## config.mk

```make
export PLATFORM = sky130hd
export DESIGN_NAME = data_bus_if
export DESIGN_NICKNAME = d
export VERILOG_FILES = /design/src/rtl/data_bus_if.sv
export SDC_FILE = /design/constraint.sdc
export NUM_CORES = 1
export LEC_CHECK = 0
export CORE_ASPECT_RATIO = 0.5
export CORE_MARGIN = 10
export CORE_UTILIZATION = 39
export CTS_CLUSTER_DIAMETER = 200
export CTS_CLUSTER_SIZE = 12
export DETAILED_ROUTE_END_ITERATION = 8
export PLACE_DENSITY = 0.77
export SLEW_MARGIN = 40
export SYNTH_ARGS = -nofsm -noshare
export SYNTH_HDL_FRONTEND = slang
export SYNTH_SLANG_ARGS = --single-unit
```

## constraint.sdc

```tcl
create_clock -name clk -period 1.9 [get_ports clk]
set_input_delay 0.57 -clock clk [delete_from_list [all_inputs] [get_ports clk]]
set_output_delay 0.57 -clock clk [all_outputs]
set_load 0.005 [all_outputs]
```

## src/rtl/data_bus_if.sv

```systemverilog
// data_bus_if: data-side bus interface behind the MEM stage.
// Turns MEM's combinational RAM request into a registered req/ack bus
// transaction. It stalls the pipeline until the bus acknowledges, then
// presents the read data to MEM for one DONE cycle, or longer while stalled.
// Optional feature macro: DBUS_TIMEOUT_EN (abort after TIMEOUT_CYCLES busy
// cycles without ack; err_o pulses). When it is undefined, err_o is tied 0.
module data_bus_if #(
  parameter int ADDR_W         = 32,
  parameter int DATA_W         = 32,
  parameter int TIMEOUT_CYCLES = 255
) (
  input  logic                  clk,
  input  logic                  rst,
  input  logic                  ce_i,
  input  logic                  we_i,
  input  logic [ADDR_W-1:0]     addr_i,
  input  logic [DATA_W/8-1:0]   sel_i,
  input  logic [DATA_W-1:0]     wdata_i,
  input  logic                  stall_i,
  input  logic                  flush_i,
  output logic [DATA_W-1:0]     rdata_o,
  output logic                  stallreq_o,
  output logic                  bus_req_o,
  output logic                  bus_we_o,
  output logic [ADDR_W-1:0]     bus_addr_o,
  output logic [DATA_W/8-1:0]   bus_sel_o,
  output logic [DATA_W-1:0]     bus_wdata_o,
  input  logic                  bus_ack_i,
  input  logic [DATA_W-1:0]     bus_rdata_i,
  output logic                  err_o
);

  typedef enum logic [1:0] {
    IDLE  = 2'd0,
    BUSY  = 2'd1,
    DONE  = 2'd2,
    ABORT = 2'd3
  } state_t;

  state_t            state_q, state_d;
  logic              accept;
  logic              timeout;
  logic [DATA_W-1:0] rdata_q;

  // The low address bits are dropped because the bus is word addressed.
  // This also keeps the timeout parameter referenced in every build.
  logic unused_ok;
  assign unused_ok = ^{addr_i[1:0], TIMEOUT_CYCLES};

`ifdef DBUS_TIMEOUT_EN
  localparam int CNT_W = ($clog2(TIMEOUT_CYCLES + 1) > 8) ? $clog2(TIMEOUT_CYCLES + 1) : 8;

  logic [CNT_W-1:0] cnt_q;
  logic             waiting;
  logic             err_q;

  assign waiting = (state_q == BUSY) || (state_q == ABORT);
  // cnt_q counts the earlier unacked cycles of this BUSY/ABORT stay. If the
  // current cycle is also unacked and is the TIMEOUT_CYCLES-th one, give up.
  assign timeout = waiting && !bus_ack_i && (cnt_q == CNT_W'(TIMEOUT_CYCLES - 1));
  assign err_o   = err_q;

  // Wait-cycle counter: restarts on every state change and counts only while waiting.
  always_ff @(posedge clk) begin
    if (rst) begin
      cnt_q <= '0;
      err_q <= 1'b0;
    end else begin
      err_q <= timeout;
      if (state_d != state_q || !waiting) cnt_q <= '0;
      else                                cnt_q <= cnt_q + 1'b1;
    end
  end
`else
  assign timeout = 1'b0;
  assign err_o   = 1'b0;
`endif

  // State register.
  always_ff @(posedge clk) begin
    // NOTE: sequential state uses non-blocking assignment, so every register
    // samples the values from before the edge.
    if (rst) state_q <= IDLE;
    else     state_q <= state_d;
  end

  // Next-state logic and the combinational stall request.
  always_comb begin
    // NOTE: every output gets a default before the case. A path that leaves
    // one unassigned would otherwise infer a latch.
    state_d    = state_q;
    stallreq_o = 1'b0;
    accept     = 1'b0;
    unique case (state_q)
      IDLE: begin
        if (ce_i && !flush_i) begin
          accept     = 1'b1;
          stallreq_o = 1'b1;
          state_d    = BUSY;
        end
      end
      BUSY: begin
        stallreq_o = 1'b1;
        if (bus_ack_i || timeout) state_d = DONE;
        else if (flush_i)         state_d = ABORT;
      end
      ABORT: begin
        // The abandoned access must still finish on the bus. A new request waits.
        stallreq_o = ce_i;
        if (bus_ack_i || timeout) state_d = IDLE;
      end
      DONE: begin
        if (flush_i || !stall_i) state_d = IDLE;
      end
      default: state_d = IDLE;
    endcase
  end

  // Bus payload, request and read-data capture registers.
  always_ff @(posedge clk) begin
    // NOTE: these are a handful of flops, not a memory array, so they are all
    // reset. The bus then sees defined zeros after rst.
    if (rst) begin
      bus_req_o   <= 1'b0;
      bus_we_o    <= 1'b0;
      bus_addr_o  <= '0;
      bus_sel_o   <= '0;
      bus_wdata_o <= '0;
      rdata_q     <= '0;
    end else begin
      // Request is high exactly while the bus is working on our access.
      bus_req_o <= (state_d == BUSY) || (state_d == ABORT);
      if (accept) begin
        bus_we_o    <= we_i;
        bus_addr_o  <= {addr_i[ADDR_W-1:2], 2'b00};
        bus_sel_o   <= sel_i;
        bus_wdata_o <= wdata_i;
      end
      // Only an access that completes in BUSY returns data. Writes and
      // timeouts return zero.
      if (state_q == BUSY && (bus_ack_i || timeout)) begin
        rdata_q <= (bus_we_o || timeout) ? '0 : bus_rdata_i;
      end
    end
  end

  assign rdata_o = (state_q == DONE) ? rdata_q : '0;

endmodule

```

==> results.md <==
* Status: complete, no violations
* Logic pwr share at 0.146
* Cell Pwr Density at 766 mW/mm^2
* Initial Util at 0.406
* Port Buffers at 205
* Sequential share of power at 0.440
* Worst setup EP type: output port
* Drt pass-1 iters at 4
* Post-synthesis cell type count at 20
* Top-area cell type share of the netlist area at 0.518
* Num CTS Buffers at 9
* Synth area leader: dfxtp_1
* Fill cells at 793
* Routed vias/inst at 4.72
* Async SR Flop Fraction at 0
* Endpoints failing setup at 0
* Register area at 0.00202 sq mm
* Total die area at 0.0146 sq mm
* Bufs on Longest Clock Path at 2
* Sw power at 1.11 mW
* Tmin final at 1.89 ns
* First-pass GRT wire length at 21000 um
* Overall Power at 5.12 mW
* Internal Power at 4.01 mW
* Initial antenna violation count at 0
* Routed WL per cell at 16.8 um
* Fin util at 0.696
* Sequential cell area fraction in the yosys report at 0.518
* HP Class: reg2reg
* TritonCTS Sinks at 101
* Setup TNS at 0 ns
* Drt drc at 0
* Nets@finish at 792
* Top_reg_cell synth: dfxtp_1
* Final GP Congestion at 0.776
* # hold bufs at CTS at 0
* Post-synth top cells: nand2_1, a21oi_1, dfxtp_1
* Most numerous cell in the Yosys netlist: nand2_1
* Num ports at 211
* Clock Skew at 0.00412 ns
* Worst Setup Start Kind: flip-flop
* Die width at 161 um
* FP Rows at 25
* Core area at 0.00960 sq mm
* #FFs+latches synth at 101
* Global-route usage over all layers at 0.179
* RSZ-0062 raised after global routing: yes
* Worst-path maximum fanout at 8
* Syn-to-layout area delta at 71.3%
* Remaining Overflow, GRT at 0
* MaxCap Viol Count at 0
* Final hold violations at 0
* Largest net degree at the start of global routing at 102
* Req. time, crit path at 1.33 ns
* Net Sw Frac at 0.217
* Non-Filler Instances at 824
* Post-synth EDFFs at 0
* Fin crit share at 0.997
* Number of synthesis warnings at 0
* CTS root buffer: clkbuf_16
* Critical path class: reg2out
* Number of global-route vias before repair at 3717
* Post-Syn Area at 0.00390 sq mm
* Clock network power share at 0.415
* CP Data Arrival Time at 1.32 ns
* Via count at 3888
* H-Tree Depth at 3
* Maximum vdd ir drop at 0.507 mV
* Clock latency on the worst-skew pair at 0.34 ns
* Chip height at 90.7 um
* Mean area per synthesized cell at 7.96 sq um
* Dpl cells at 802
* Layout cells sized above 1 at 0.149
* Antenna diode count at 0
* Cells after Synth at 490
* Static Leak at 2.50 nW
* Detailed placement HPWL at 9430 um
* Fin. max-slew vios at 0
* TritonCTS clock tree: built
* Clock transition at path regs at 0.07 ns
* Main area contributors after synthesis: dfxtp_1, nand2_1, a21oi_1
* Area of the multi-input gates at 0.00176 sq mm
* FMAX at 528 MHz
* Starting DRT DRC Count at 185
* Drt total wl at 13800 um
* ANT nets after route at 0
## flip-flops by register name, summed over array words and instances, names as in the netlist
signal,cells
bus_wdata_o,32
bus_addr_o,30
bus_sel_o,4
bus_we_o,1
rdata_q,32
state_q,2
## cells in the final DEF, fill, tap and decap left out, drive strengths merged, types with 2 or more instances in the layout
cell type,netlist,routed
clkbuf,29,11
conb,1,3
a21oi,101,101
clkdlybuf4s50,0,168
nor2,2,2
and2,32,32
buf,14,54
dlymetal6s2s,0,2
nand2,168,168
bufinv,0,3
dfxtp,101,101
nand3b,33,33
## per-stage QoR
stage | cell area, sq um | hold slack [ns] | setup WS (ns)
final | 6680 | 0.446 | 0.00529
after global routing | 6680 | 0.466 | -0.0575
after CTS | 6450 | 0.448 | -0.0569
after detailed placement | 6110 | 0.439 | -0.489
after global placement | 6110 | 0.433 | -0.476
after floorplan | 3910 | 0.427 | 0.237
## timing repair
item | 4_1_cts | 5_1_grt
pin swaps | 0 | 30
setup endpoints to repair | 102 | 34
endpoints found under the hold margin | 0 | 0
buffers inserted | 4 | 0
cloned | 3 | 0
resized for setup | 151 | 53
## layout make-up
cell class / count / area share
Tap cell: 135 / 0.0253
Sequential cell: 101 / 0.303
Clock inverter: 4 / 0.0142
Clock buffer: 11 / 0.0378
Timing Repair Buffer: 225 / 0.355
Multi-Input combinational cell: 347 / 0.264
Inverter: 1 / 0.000562
## worst max-delay path: stages, from the launching register on
cell and delay [ns]:
dfxtp_2 0.33, nor2b_4 0.16, buf_6 0.15, buf_16 0.13, and2_4 0.13, buf_6 0.08
## worst paths after layout
| path | startpoint | endpoint | slack, ns | cells past startpoint |
|---|---|---|---|---|
| setup / recovery | state_q[1]$_SDFF_PP0_ | rdata_o[25] | 0.005 | 5 |
| hold / removal | rdata_q[15]$_SDFFE_PP0P_ | rdata_q[15]$_SDFFE_PP0P_ | 0.45 | 2 |
| setup reg to reg | state_q[0]$_SDFF_PP0_ | bus_addr_o[29]$_SDFFE_PP0P_ | 0.07 | 7 |
| hold reg to reg | rdata_q[15]$_SDFFE_PP0P_ | rdata_q[15]$_SDFFE_PP0P_ | 0.45 | 2 |
## per-layer routing
metal / wire length, um / global-route usage
met1: 5420 / 0.185
met2: 7390 / 0.333
met3: 667 / 0.0532
met4: 338 / 0.0670
met5: 0 / 0
## power by group through the flow
stage / sequential, mW / combinational, mW / clock, mW
after floorplan: 2.30 / 0.241 / 0
after global placement: 2.29 / 0.698 / 0
after detailed placement: 2.30 / 0.706 / 0
after CTS: 2.25 / 0.745 / 2.16
after global routing: 2.26 / 0.806 / 2.26
final: 2.25 / 0.745 / 2.12
## cell families after synthesis
family          Yosys count  synth area share
compound gates          104             0.135
buf+inv                  44            0.0552
flops                   101             0.518
other cells               1          0.000962
simple gates            240             0.290
Note: power is estimated with default switching activity, not from simulation.
